$ cat config.mk
export PLATFORM = sky130hd
export DESIGN_NAME = serial_subtractor
export DESIGN_NICKNAME = d
export VERILOG_FILES = /design/src/rtl/arith_pkg.sv /design/src/rtl/full_subtractor.sv /design/src/rtl/serial_subtractor.sv
export SDC_FILE = /design/constraint.sdc
export NUM_CORES = 1
export LEC_CHECK = 0
export ABC_AREA = 1
export BUFFER_PORTS_ARGS = -buffer_cell sky130_fd_sc_hd__clkbuf_2
export CORE_MARGIN = 1.5
export CORE_UTILIZATION = 50
export DETAILED_ROUTE_END_ITERATION = 12
export PLACE_DENSITY = 0.71
export SYNTH_ARGS = -nofsm -noshare
export SYNTH_HDL_FRONTEND = slang
export SYNTH_HIERARCHICAL = 1
export SYNTH_SLANG_ARGS = --single-unit
$ cat constraint.sdc
create_clock -name clk -period 1.26 [get_ports clk]
set_input_delay 0.315 -clock clk [delete_from_list [all_inputs] [get_ports clk]]
set_output_delay 0.315 -clock clk [all_outputs]
set_load 0.01 [all_outputs]
$ cat src/rtl/arith_pkg.sv
// Shared arithmetic package.
//   sub_state_t : control states of the bit-serial subtractor
//   ARITH_WIDTH : default operand width for the serial arithmetic blocks
package arith_pkg;

    localparam int ARITH_WIDTH = 4;

    typedef enum logic [1:0] {
        IDLE = 2'd0,
        BUSY = 2'd1,
        DONE = 2'd2
    } sub_state_t;

endpackage

$ cat src/rtl/full_subtractor.sv
// One-bit full subtractor cell, computing a - b - bin.
//   a, b, bin : minuend bit, subtrahend bit, borrow in
//   diff      : difference bit
//   bout      : borrow out
module full_subtractor (
    input  logic a,
    input  logic b,
    input  logic bin,
    output logic diff,
    output logic bout
);

    assign diff = a ^ b ^ bin;
    // Borrow when b exceeds a, or when a == b and a borrow is still pending.
    assign bout = (~a & b) | (~(a ^ b) & bin);

endmodule

$ cat src/rtl/serial_subtractor.sv
// Bit-serial, LSB-first subtractor: diff = (a - b - bin) mod 2^WIDTH over
// WIDTH cycles through a single full-subtractor cell.
//   clk, rst_n : clock (rising edge), asynchronous active-low reset
//   start      : capture a/b/bin; honoured in IDLE or DONE only
//   a, b, bin  : unsigned minuend, subtrahend, borrow-in
//   busy       : high while bits are being processed
//   done       : one-cycle pulse in the cycle diff/bout are updated
//   diff, bout : registered result and final borrow, held until next result
module serial_subtractor
    import arith_pkg::*;
#(
    parameter int WIDTH = ARITH_WIDTH
) (
    input  logic             clk,
    input  logic             rst_n,
    input  logic             start,
    input  logic [WIDTH-1:0] a,
    input  logic [WIDTH-1:0] b,
    input  logic             bin,
    output logic             busy,
    output logic             done,
    output logic [WIDTH-1:0] diff,
    output logic             bout
);

    localparam int CW = $clog2(WIDTH);

    sub_state_t       state_q, state_d;
    logic [WIDTH-1:0] sa_q, sa_d;
    logic [WIDTH-1:0] sb_q, sb_d;
    logic [WIDTH-1:0] res_q, res_d;
    logic [WIDTH-1:0] diff_q, diff_d;
    logic [CW-1:0]    cnt_q, cnt_d;
    logic             brw_q, brw_d;
    logic             bout_q, bout_d;

    logic             fs_d, fs_bo;
    logic             accept, last_bit;
    logic [WIDTH-1:0] res_shift;

    full_subtractor u_fs (
        .a    (sa_q[0]),
        .b    (sb_q[0]),
        .bin  (brw_q),
        .diff (fs_d),
        .bout (fs_bo)
    );

    assign accept    = start && (state_q != BUSY);
    assign last_bit  = (state_q == BUSY) && (cnt_q == CW'(WIDTH - 1));
    // New bit enters at the MSB; after WIDTH shifts bit 0 sits at the LSB.
    assign res_shift = {fs_d, res_q[WIDTH-1:1]};

    // State register
    always_ff @(posedge clk or negedge rst_n) begin
        if (!rst_n) state_q <= IDLE;
        else        state_q <= state_d;
    end

    // Next-state logic
    always_comb begin
        state_d = state_q;
        case (state_q)
            IDLE:    if (start)    state_d = BUSY;
            BUSY:    if (last_bit) state_d = DONE;
            DONE:    state_d = start ? BUSY : IDLE;
            default: state_d = IDLE;
        endcase
    end

    // Outputs decoded from state: busy and done are mutually exclusive, so a
    // back-to-back start shows one DONE cycle between the two BUSY runs.
    always_comb begin
        busy = (state_q == BUSY);
        done = (state_q == DONE);
    end

    // Datapath next values
    always_comb begin
        sa_d   = sa_q;
        sb_d   = sb_q;
        res_d  = res_q;
        cnt_d  = cnt_q;
        brw_d  = brw_q;
        diff_d = diff_q;
        bout_d = bout_q;
        if (accept) begin
            sa_d  = a;
            sb_d  = b;
            brw_d = bin;
            cnt_d = '0;
            res_d = '0;
        end else if (state_q == BUSY) begin
            sa_d  = sa_q >> 1;
            sb_d  = sb_q >> 1;
            brw_d = fs_bo;
            cnt_d = cnt_q + CW'(1);
            res_d = res_shift;
            if (last_bit) begin
                diff_d = res_shift;
                bout_d = fs_bo;
            end
        end
    end

    always_ff @(posedge clk or negedge rst_n) begin
        if (!rst_n) begin
            sa_q   <= '0;
            sb_q   <= '0;
            res_q  <= '0;
            cnt_q  <= '0;
            brw_q  <= 1'b0;
            diff_q <= '0;
            bout_q <= 1'b0;
        end else begin
            sa_q   <= sa_d;
            sb_q   <= sb_d;
            res_q  <= res_d;
            cnt_q  <= cnt_d;
            brw_q  <= brw_d;
            diff_q <= diff_d;
            bout_q <= bout_d;
        end
    end

    assign diff = diff_q;
    assign bout = bout_q;

endmodule

# Word level (Yosys, flattened, before mapping)
# Cells that the tools add are included.
# totals
regBits	22
latch_bits	0
mem_bits_rw	0
mem_bits_ro	0
word_cells	43
memories	0
# classes
addsub	1
mul	0
div	0
order_cmp	0
eq_ne	6
shifts	0
muxes	14
n_bitwise	8
reduce_logical	6
# op_table
operator	n
2-to-1 mux 4 bit	6
2-to-1 mux 2 bit	4
one-hot mux 2 bit (3 select lines)	1
== test 2 bit, second input constant	2
inequality test 2 x 1 -> 1 bit, second input constant	2
2-to-1 mux 1 bit	3
inverter 1 bit	3
AND reduction 3 bit	1
adder 2 x 1 -> 2 bit, second input constant	1
bitwise AND 1 bit	2
== test 2 x 1 -> 1 bit, second input constant	1
logical AND 1 bit	2
logical NOT 2 bit	1
inequality test 2 bit, second input constant	1
AND reduction 2 bit	1
nonzero test 2 bit	1
bitwise XOR 1 bit	2
OR 1 bit	1

# Logic depth before layout (Yosys ltp)
# logic_depth
depth_word	6
depth_mapped	5

# Cells and area by module
# The synthesis kept the hierarchy.
# by_module_without_submodules
mod	instances	cells_per_inst	area_each_um2	seq_area_each_um2
serial_subtractor	1	100	925.9	525.5
full_subtractor	1	4	31.3	0.0

# Least setup slack after synthesis
# Ideal clock, no wire load.
# synth_path
kind	register to register
start	reg sa_q[0]
end	reg res_q[3]
t_arrival_ns	0.976
required_ns	1.143
setup_slack_ns	0.167
stages_incl_launch_ff	4
n_path_buf	0
path_cell_list	dfrtp_1 > fa_1 > nand2_1 > nand2_1
# synth_via
elab_chain_len	4
# synth_lines
item	line	text
from (decl)	serial_subtractor.sv:29	logic [WIDTH-1:0] sa_q, sa_d;
from (signal assigned)	serial_subtractor.sv:108	sa_q <= '0;
from (signal assigned)	serial_subtractor.sv:116	sa_q <= sa_d;
bitwise XOR 1 bit (2 in a row)	full_subtractor.sv:13	assign diff = a ^ b ^ bin;
via fs_d	serial_subtractor.sv:37	logic fs_d, fs_bo;
2-to-1 mux 4 bit	serial_subtractor.sv:93	end else if (state_q == BUSY) begin
2-to-1 mux 4 bit	serial_subtractor.sv:87	if (accept) begin
to (signal assigned)	serial_subtractor.sv:118	res_q <= res_d;
to (decl)	serial_subtractor.sv:31	logic [WIDTH-1:0] res_q, res_d;
# The timed path passes the listed nets, and every way through them passes these cells. The select of a mux whose other input is x is not followed.
# A chain may end at the register's enable or synchronous reset.

# Worst setup path in the final report
# layout_path
start	reg state_q[1]
end	out busy
# layout_via
elab_chain_len	1
# layout_lines
item	line	text
from (decl)	serial_subtractor.sv:28	sub_state_t state_q, state_d;
from (signal assigned)	serial_subtractor.sv:57	else state_q <= state_d;
== test 2 x 1 -> 1 bit	serial_subtractor.sv:74	busy = (state_q == BUSY);
to (decl)	serial_subtractor.sv:20	output logic busy,
# No other way between the ends.

==> reports/summary.txt <==
Status: complete, but fails checks
Failing checks: setup timing
Via count: 753
Top-area cell type share of the netlist area: 54.9%
H-tree depth: 1
Yosys warns: 6
Die height: 46.8 um
Vias in the first global route: 620
Leakage: 0.000596 uW
Synth Instances: 104
Area Growth Syn to Fin: 16.9%
Crit path time final: 1.29 ns
WL/cell: 12.0 um
CP arrival: 0.98 ns
Clk_lat worst skew: 0.30 ns
Yosys top cell by area: dfrtp_1
Max Fclk: 772 MHz
# DRC: 0
Antenna Nets Post-Route: 0
Worst-path clk slew: 0.12 ns
Dpl hpwl: 1.20 mm
TritonCTS Buffers: 3
Max Clock Skew: 0.00499 ns
Total track usage: 18.7%
Die Wd: 46.8 um
Placed inst area: 1040 um2
CP Launch Type: flip-flop
Final worst-path setup slack: -0.0349 ns
Netlist Area Pre-Place: 957 um2
# setup viols final: 2
Critical Path Fanout Max: 2
DIE AREA: 2190 um2
Yosys reg bits: 21
TritonCTS clock tree: built
Share of cells above drive strength 1: 26.6%
Critical path type: flip-flop to output port
P per Cell Area: 2370 nW/um2
Final nets: 143
Num ports: 19
Core area: 1760 um2
Port-buffer cells: 18
Sequential area share after synthesis: 54.9%
Worst Tran Pin Value: 0.526 ns
Post-Route WL: 1.83 mm
Drt first-iter violations: 15
Row cnt: 15
Mapped Nets: 118
Root buffer cell: clkbuf_4
Clock sink count: 21
Async SR Flop Fraction: 100%
Diode count: 0
GPL Wtd Cong: 0.772
Most numerous cell in the Yosys netlist: nand2_1
Final hold vios: 0
Slew headroom: 64.9%
Hold_ws: 0.236 ns
VDD IR max: 0.00118 V
Global route overflow: 0
Crit share post-route: 103%
CP endpoint kind: output port
Largest net degree at the start of global routing: 28
CP Data Required Time: 0.94 ns
Post-synth EDFFs: 0
Area contributors post-synth: dfrtp_1, nand3_1, nand2_1
Max-Cap Viols: 0
Unrepaired setup endpoints after global routing: true
First-pass GRT wire length: 2.78 mm
Yosys cell types: 14
Hold crit path type: primary input to flip-flop
Syn Area/Cell: 9.20 um2
Total power: 2650 uW
Worst slack at placement: 0.122 ns
Vias per inst: 4.92
Design Area, Final: 1120 um2
Clk buf depth: 2
Pre-antenna DRT Iters: 4
Slew Viols, Final: 0
Initial antenna violation count: 0
Main synth FF type: dfrtp_1
Starting Density: 54.3%
Commonest cells post-synth: nand2_1, nand3_1, dfrtp_1, inv_1
==> final timing paths <==
check / slack, ns / to / cells after the start / start
max in group asynchronous: 0.37 / state_q[0]$_DFFE_PN0P_ / 2 / rst_n
min: 0.24 / sb_q[3]$_DFFE_PN0P_ / 3 / b[3]
max: -0.03 / busy / 2 / state_q[1]$_DFFE_PN0P_
max reg2reg: 0.09 / diff[3]$_DFFE_PN0P_ / 6 / state_q[1]$_DFFE_PN0P_
min in group asynchronous: 0.51 / diff[3]$_DFFE_PN0P_ / 2 / rst_n
min reg2reg: 0.49 / diff[0]$_DFFE_PN0P_ / 2 / res_q[1]$_DFFE_PN0P_
==> metal layers <==
| layer | track usage (%) | wire, um | vias to the layer above |
|---|---|---|---|
| met4 | 8.33 | 12 | 0 |
| met5 | 0 | 0 | - |
| met3 | 4.62 | 45 | 2 |
| li1 | - | - | 385 |
| met2 | 26.4 | 886 | 13 |
| met1 | 27.6 | 886 | 353 |
==> cells by family after synthesis <==
kind of cell	after synthesis	synth area share [%]
buffers and inverters	13	8.23
AO/OA/AOI/OAI	3	1.70
adder cells (fa/ha/maj)	2	3.40
AND/OR/NAND/NOR	65	31.8
flip-flops	21	54.9
==> registers in the layout, summed over array words and instances (netlist names) <==
signal / count
brw_q: 1
bout: 1
state_q: 2
sb_q: 4
cnt_q: 2
diff: 4
sa_q: 4
res_q: 3
==> per-stage QoR <==
step	utilization, %	setup TNS (ns)	cells
after floorplan	-	0	104
after global placement	59.2	0	144
after detailed placement	59.2	0	144
after CTS	62.6	-0.136	152
after global routing	63.4	-0.184	153
final	63.4	-0.0543	153
==> power by group <==
part | total, uW | internal (uW) | switching [uW]
clock | 320 | 123 | 197
combinational | 1180 | 489 | 688
sequential | 1150 | 970 | 183
==> timing repair <==
| item | CTS | global route |
|---|---|---|
| hold endpoints to repair | 21 | 0 |
| hold buffers | 1 | 0 |
| endpoints found under the setup margin | 2 | 2 |
| gates resized for setup | 1 | 3 |
| setup buffers | 3 | 1 |
| pin swaps | 1 | 1 |
==> area by class of cell <==
type / instances / area [um2]
fill: 158 / 646
sequential: 21 / 527
inverter: 8 / 30.0
multi-input combinational: 70 / 353
clock buffer: 4 / 26.3
timing repair buffer: 25 / 151
tap: 25 / 31.3
==> placed cells by master (no fill, tap or decap), types with 2 or more instances in the layout <==
cell / Yosys / final
nand2_1: 31 / 31
nand3_1: 30 / 30
dfrtp_1: 21 / 20
clkbuf_2: 0 / 16
buf_4: 2 / 6
inv_1: 5 / 5
inv_2: 3 / 3
clkbuf_4: 0 / 3
nor2_4: 2 / 2
o21ai_1: 2 / 2
==> critical path: stages (launching register included) <==
cell and delay, ns:
dfrtp_1 0.43, nor2_4 0.14, buf_6 0.11
Note: power is estimated with default switching activity, not from simulation.
